File: config.mk
export PLATFORM = sky130hd
export DESIGN_NAME = postproc_arbiter
export DESIGN_NICKNAME = d
export VERILOG_FILES = /design/src/rtl/postproc_arbiter.sv
export SDC_FILE = /design/constraint.sdc
export NUM_CORES = 1
export LEC_CHECK = 0
export CAP_MARGIN = 20
export CORE_MARGIN = 3
export CORE_UTILIZATION = 41
export CTS_BUF_LIST = sky130_fd_sc_hd__clkbuf_4 sky130_fd_sc_hd__clkbuf_8
export CTS_CLUSTER_SIZE = 8
export DETAILED_ROUTE_END_ITERATION = 8
export PLACE_DENSITY = 0.77
export RECOVER_POWER = 100
export SLEW_MARGIN = 20
export SYNTH_ARGS = -nofsm -noshare
export SYNTH_HDL_FRONTEND = slang
export SYNTH_SLANG_ARGS = --single-unit
File: constraint.sdc
create_clock -name clk -period 2.2 [get_ports clk]
set_input_delay 0.44 -clock clk [delete_from_list [all_inputs] [get_ports clk]]
set_output_delay 0.44 -clock clk [all_outputs]
set_load 0.01 [all_outputs]
File: src/rtl/postproc_arbiter.sv
// Arbitrates FMA, divsqrt and conversion results into one postprocessing slot,
// with age-based promotion of Div/Cvt and an extra normalization pass for subnormal divsqrt.
module postproc_arbiter #(
  parameter int TAGW    = 5,
  parameter int MAXWAIT = 4
) (
  input  logic            clk,
  input  logic            reset,
  input  logic            Flush,
  input  logic            FmaValid,
  input  logic [TAGW-1:0] FmaTag,
  output logic            FmaReady,
  input  logic            DivValid,
  input  logic            DivSubnorm,
  input  logic [TAGW-1:0] DivTag,
  output logic            DivReady,
  input  logic            CvtValid,
  input  logic [TAGW-1:0] CvtTag,
  output logic            CvtReady,
  input  logic            PostReady,
  output logic            PostValid,
  output logic [2:0]      PostSel,
  output logic            PostPass2,
  output logic [TAGW-1:0] PostTag,
  output logic            Busy
);

  localparam int              AGEW    = $clog2(MAXWAIT + 1);
  localparam logic [AGEW-1:0] AGE_MAX = AGEW'(MAXWAIT);

  typedef enum logic [1:0] {IDLE, P2, OUT} state_e;
  typedef enum logic [1:0] {WIN_NONE, WIN_FMA, WIN_DIV, WIN_CVT} win_e;

  state_e          state_q, state_d;
  logic [2:0]      sel_q, sel_d;
  logic [TAGW-1:0] tag_q, tag_d;
  logic [AGEW-1:0] div_age_q, div_age_d;
  logic [AGEW-1:0] cvt_age_q, cvt_age_d;

  logic can_grant;
  logic div_aged;
  logic cvt_aged;
  win_e win;

  // Winner selection; aged requesters jump ahead of FMA, Div first when both are aged.
  always_comb begin
    can_grant = !reset && !Flush &&
                (state_q == IDLE || (state_q == OUT && PostReady));
    div_aged  = DivValid && (div_age_q == AGE_MAX);
    cvt_aged  = CvtValid && (cvt_age_q == AGE_MAX);
    win       = WIN_NONE;
    if (can_grant) begin
      if (div_aged)      win = WIN_DIV;
      else if (cvt_aged) win = WIN_CVT;
      else if (FmaValid) win = WIN_FMA;
      else if (DivValid) win = WIN_DIV;
      else if (CvtValid) win = WIN_CVT;
    end
  end

  assign FmaReady = (win == WIN_FMA);
  assign DivReady = (win == WIN_DIV);
  assign CvtReady = (win == WIN_CVT);

  // NOTE: every always_comb output is given a default first so no path leaves it unassigned (no latch).
  always_comb begin
    state_d   = state_q;
    sel_d     = sel_q;
    tag_d     = tag_q;
    div_age_d = div_age_q;
    cvt_age_d = cvt_age_q;

    if (Flush) begin
      state_d = IDLE;
      sel_d   = '0;
    end else begin
      if (!DivValid || DivReady)   div_age_d = '0;
      else if (div_age_q != AGE_MAX) div_age_d = div_age_q + AGEW'(1);
      if (!CvtValid || CvtReady)   cvt_age_d = '0;
      else if (cvt_age_q != AGE_MAX) cvt_age_d = cvt_age_q + AGEW'(1);

      case (state_q)
        P2:  state_d = OUT;
        OUT: if (PostReady) begin
               state_d = IDLE;
               sel_d   = '0;
             end
        default: ;
      endcase

      // A grant overrides the retire-to-IDLE above, giving back-to-back issue.
      case (win)
        WIN_FMA: begin
          state_d = OUT;
          sel_d   = 3'b001;
          tag_d   = FmaTag;
        end
        WIN_DIV: begin
          state_d = DivSubnorm ? P2 : OUT;
          sel_d   = 3'b010;
          tag_d   = DivTag;
        end
        WIN_CVT: begin
          state_d = OUT;
          sel_d   = 3'b100;
          tag_d   = CvtTag;
        end
        default: ;
      endcase
    end
  end

  // NOTE: sequential state uses non-blocking assignments so all flops update together at the edge.
  always_ff @(posedge clk) begin
    if (reset) begin
      state_q   <= IDLE;
      sel_q     <= '0;
      tag_q     <= '0;
      div_age_q <= '0;
      cvt_age_q <= '0;
    end else begin
      state_q   <= state_d;
      sel_q     <= sel_d;
      tag_q     <= tag_d;
      div_age_q <= div_age_d;
      cvt_age_q <= cvt_age_d;
    end
  end

  assign PostValid = (state_q == OUT);
  assign PostPass2 = (state_q == P2);
  assign PostSel   = sel_q;
  assign PostTag   = tag_q;
  assign Busy      = (state_q != IDLE);

endmodule

-- Word level (Yosys, flattened, before mapping)
Index checks and enable logic that the tools add are counted.
- register bits: 16
- input port bits: 23
- output and inout port bits: 14
- $add $sub $neg: 2
- equal/unequal tests: 10
- muxes and demuxes: 18
- bitwise gates (word level): 1
- reductions and logical operators: 27
- operators with widths (cell ; count):
    two-way mux 3 bit ; 6
    two-way mux 2 bit ; 8
    one-hot mux 5 bit (3 select lines) ; 1
    nonzero test 4 bit ; 3
    AND reduction 2 bit ; 5
    one-hot mux 3 bit (3 select lines) ; 1
    one-hot mux 2 bit (2 select lines) ; 2
    adder 3 x 1 -> 3 bit (second input constant) ; 2
    == test 2 bit (second input constant) ; 3
    == test 3 bit (second input constant) ; 2
    != test 3 bit (second input constant) ; 2
    nonzero test 2 bit ; 3
    logical AND 1 bit ; 5
    == test 2 x 1 -> 1 bit (second input constant) ; 2
    zero test 1 bit ; 4
    != test 4 bit (second input constant) ; 1
    OR reduction 2 bit ; 2
    logical OR 1 bit ; 3
    nonzero test 3 bit ; 1
    zero test 2 bit ; 1
    NOT 1 bit ; 1

-- Depth between registers and ports, before layout
- word-level depth: 10
- depth in mapped cells: 12

-- Worst setup path before layout
Ideal clock, no wire load.
- path type: input to register
- start point: in Flush
- end point: reg cvt_age_q[1]
- setup time: 0.128 ns
- data arrival time: 2.186 ns
- required time: 2.072 ns
- path slack: -0.113 ns
- cell stages on the path: 12
- buffers on the path: 3
- cells stage by stage: buf_6 > or2_1 > buf_6 > nor2_4 > o211ai_2 > inv_1 > ha_1 > clkbuf_1 > nand2b_1 > o21ai_0 > a22oi_1 > nor2_1
- cells in the longest elaborated chain, start to end: 8
- elaborated cells between the ends (all ways): 10
- RTL lines (element ; RTL line ; source):
    from (decl) ; 9 ; input logic Flush,
    zero test 1 bit * ; 47 ; can_grant = !reset && !Flush &&
    logical AND 1 bit * (2 in a row) ; 47 ;
    two-way mux 2 bit * ; 52 ; if (can_grant) begin
    == test 2 bit * ; 63 ; assign CvtReady = (win == WIN_CVT);
    via CvtReady ; 19 ; output logic CvtReady,
    logical OR 1 bit * ; 79 ; if (!CvtValid || CvtReady) cvt_age_d = '0;
    nonzero test 2 bit (no source line) ; -- ;
    AND reduction 2 bit (no source line) ; -- ;
    to (signal assigned) ; 126 ; cvt_age_q <= cvt_age_d;
    to (decl) ; 38 ; logic [AGEW-1:0] cvt_age_q, cvt_age_d;
The timed path passes the listed nets; every way through them passes the cells marked *.
A chain may end at the register's enable or synchronous reset.

-- Final worst setup path
- start point: in DivValid
- end point: reg sel_q[1] (netlist: PostSel[1])
- cells in the longest elaborated chain, start to end: 8
- elaborated cells between the ends (all ways): 13
- RTL lines (element ; RTL line ; source):
    from (decl) ; 13 ; input logic DivValid,
    two-way mux 2 bit ; 56 ; else if (DivValid) win = WIN_DIV;
    two-way mux 2 bit ; 55 ; else if (FmaValid) win = WIN_FMA;
    two-way mux 2 bit ; 54 ; else if (cvt_aged) win = WIN_CVT;
    two-way mux 2 bit * ; 53 ; if (div_aged) win = WIN_DIV;
    two-way mux 2 bit * ; 52 ;
    == test 2 x 1 -> 1 bit / == test 2 bit (equally long branches) ; 92 ; case (win)
    nonzero test 4 bit (no source line) ; -- ;
    AND reduction 2 bit (no source line) ; -- ;
    to (signal assigned) ; 123 ; sel_q <= sel_d;
    to (decl) ; 35 ; logic [2:0] sel_q, sel_d;
Every way passes the cells marked *; elsewhere a longest branch is shown, timed or not.

==> summary.md <==
| Metric | Value |
|---|---|
| Placed standard-cell area | `1603 um2` |
| Worst slack, placed | `-0.4720 ns` |
| Area share of the largest cell type after synthesis | `30.96%` |
| Status | `complete, no violations` |
| Unrepaired setup endpoints after global routing | `true` |
| DRC | `0` |
| Fraction of the mapped netlist area in simple logic gates | `17.29%` |
| Max-cap violations | `0` |
| Source-to-sink clock delay at the later pin of the worst-skew pair | `0.29 ns` |
| Slew of the pin with the lowest slew margin | `0.2215 ns` |
| Number of search-and-repair iterations in the first detailed-routing pass | `4` |
| Starting Density | `45.04%` |
| Overall power | `0.0007443 W` |
| Total count of hold-check failures in the final report | `0` |
| Chip height | `56.24 um` |
| Upper clock frequency limit | `461.9 MHz` |
| Worst setup SP type | `input port` |
| NetSw | `0.0002082 W` |
| Required time at the endpoint of the critical path | `2.38 ns` |
| Worst voltage drop across the vdd grid | `0.4225 mV` |
| Synth Area per Inst | `8.413 um2` |
| Vias/cell | `5.207` |
| Gate power share | `32.5%` |
| Post-Syn Instances | `123` |
| Vias | `1,109` |
| Synthesized-area fraction occupied by xor and xnor cells | `0%` |
| Netlist area before placement | `1035 um2` |
| Clock tree sinks | `16` |
| Sum Neg Setup Slack | `0 ns` |
| Placer Congestion | `0.7581` |
| Post-synth top flop | `dfxtp_1` |
| Share of synthesized registers carrying an async set or reset | `0%` |
| Ratio of cells with drive above 1 in the final layout | `37.30%` |
| Clock buffers created by TritonCTS | `3` |
| Antenna Cells | `0` |
| Via count of the first global-routing pass | `1,042` |
| Number of cells on the worst hold path | `2` |
| Antenna-violating nets left | `0` |
| Post-synthesis share of cell area spent on full adders, half adders and majority gates | `15.72%` |
| HPWL after DPL | `2093 um` |
| Area growth syn-to-layout | `73.40%` |
| Root buffer cell | `clkbuf_4` |
| Number of different library cells in the post-synthesis netlist | `27` |
| Largest net degree at the start of global routing | `12` |
| Sequential-to-total area share from yosys stat | `30.96%` |
| Sequential share of power | `41.1%` |
| Final setup violation count | `0` |
| Antenna violations before repair | `0` |
| Global route total overflow | `0` |
| Number of max-slew violations in the final report | `0` |
| Leakage power total | `0.8336 nW` |
| Relative slew slack | `85.18%` |
| Area leader, netlist | `dfxtp_1` |
| Compound-gate portion of the synthesized area | `21.77%` |
| Worst R2R Path Depth | `12` |
| Portion of the clock cycle consumed by the worst path in the final layout | `98.41%` |
| Power share of the clock group | `26.4%` |
| DR iter-0 viols | `13` |
| Post-route clock skew | `0.009240 ns` |
| Wire length of the first global-routing pass | `4416 um` |
| Total power divided by cell area | `414.8 nW/um2` |
| Full die area | `3162 um2` |
| Final wirelength | `2892 um` |
| TritonCTS clock tree | `built` |
| Yosys warns | `0` |
| Flops & latches, synth | `16` |
| Highest net fanout along the worst path | `8` |
| Internal Power | `0.0005361 W` |
| Row Count | `17` |
| Input/output buffers | `36` |
| Count of flip-flops with a built-in enable after synthesis | `0` |
| Minimum clock period | `2.165 ns` |
| Total core area | `2297 um2` |
| Kind of end point of the critical path | `flop` |
| Sw Ratio | `27.98%` |
| Signal arrival time at the worst endpoint | `2.35 ns` |
| GRT Resource Usage Total | `17.16%` |
| Routed length per placed instance | `13.58 um` |
| Main combinational cell family by area after synthesis | `compound AO/OA/AOI/OAI gates` |
| Synthesized netlist net count | `159` |
| H-tree depth | `1` |
| Crit path kind | `input port to flop` |
| Deepest clock path buffer count | `2` |
| Top cell types by occurrence after synthesis | `dfxtp_1, nor2_1, inv_1` |
| Number of nets at the end of the flow | `222` |
| Quantity of hold-fixing buffers added after cts | `0` |
| HP Class | `flop to flop` |
| Leading post-synthesis cells by cell area | `dfxtp_1, ha_1, nor2_1` |
| Proportion of synthesized area in mux cells | `5.925%` |
| Width of the die | `56.24 um` |
| Clock transition time at the flip-flop clock pins of the worst setup and hold paths | `0.09 ns` |
| Setup ws final | `0.03498 ns` |
| Post-route cell area | `1794 um2` |
| Io pins | `37` |
[power groups by stage]
stage          combinational [W]  sequential, W  clock [W]
2_1_floorplan          0.0000946       0.000316          0
3_3_place_gp            0.000209       0.000312          0
3_5_place_dp            0.000214       0.000313          0
4_1_cts                 0.000219       0.000306   0.000203
5_1_grt                 0.000261       0.000307   0.000217
6_report                0.000242       0.000306   0.000196
[cells by family after synthesis]
kind of cell / Yosys count
muxes: 6
and+or+nand+nor: 39
DFF: 16
buffers and inverters: 19
adders and majority gates: 13
AOI/OAI and AO/OA: 30
[through the flow]
step,cells,utilization [%],hold slack [ns]
floorplan,123,-,0.5037
global placement,209,69.77,0.4787
global route,213,78.10,0.5257
detailed placement,209,69.77,0.4833
finish,213,78.10,0.4979
CTS,213,72.06,0.5066
[placed cells by master, fill, tap and decap left out, types with 3 or more instances in the layout]
| cell type | count |
|---|---|
| mux2i_1 | 5 |
| ha_1 | 5 |
| a21oi_1 | 5 |
| clkbuf_4 | 3 |
| nand2_1 | 9 |
| clkdlybuf4s50_1 | 18 |
| dfxtp_2 | 4 |
| nor2_1 | 16 |
| ha_2 | 4 |
| inv_1 | 12 |
| dfxtp_1 | 12 |
| buf_4 | 26 |
| ha_4 | 4 |
| dlygate4sd3_1 | 11 |
| a311oi_2 | 3 |
| a22oi_1 | 7 |
| buf_6 | 4 |
| dlymetal6s2s_1 | 3 |
[sequential cells by signal (all words and copies together) (netlist names)]
register,count
PostTag,5
PostSel,3
cvt_age_q,3
div_age_q,3
state_q,2
[path summary, 6_finish.rpt]
kind         slack [ns]                 startpoint                 endpoint
max                0.03                   DivValid  PostSel[1]$_SDFFE_PP0P_
min                0.50    PostSel[2]$_SDFFE_PP0P_  PostSel[2]$_SDFFE_PP0P_
max reg2reg        0.05  div_age_q[1]$_SDFFE_PP0P_  PostSel[1]$_SDFFE_PP0P_
min reg2reg        0.50    PostSel[2]$_SDFFE_PP0P_  PostSel[2]$_SDFFE_PP0P_
[layer usage]
layer / GRT usage (%) / vias up / part of all wire, %
met5: 0 / - / 0
met4: 7.458 / 0 / 1.9
met3: 3.016 / 8 / 5.2
met2: 30.22 / 38 / 54
met1: 20.08 / 517 / 39
li1: - / 546 / -
[worst max-delay path: stages]
cell             delay [ns]
clkdlybuf4s50_1        0.51
a22o_1                 0.29
and2_4                 0.19
ha_4                   0.17
buf_6                  0.13
a211oi_2               0.19
buf_4                  0.18
mux2i_1                0.19
nor2_1                 0.05
[area by class of cell]
| type | count | area [um2] |
|---|---|---|
| Multi-Input combinational cell | 88 | 768.2 |
| Fill cell | 151 | 503.0 |
| Clock buffer | 4 | 36.28 |
| Timing Repair Buffer | 63 | 576.8 |
| Tap cell | 28 | 35.03 |
| Sequential cell | 16 | 325.3 |
| Inverter | 14 | 52.55 |
[timing repair]
action | CTS | global route
gates resized for setup | 27 | 29
setup endpoints to repair | 16 | 19
cloned | 0 | 0
setup buffers | 0 | 0
pin swaps | 3 | 10
Note: power is estimated with default switching activity, not from simulation.
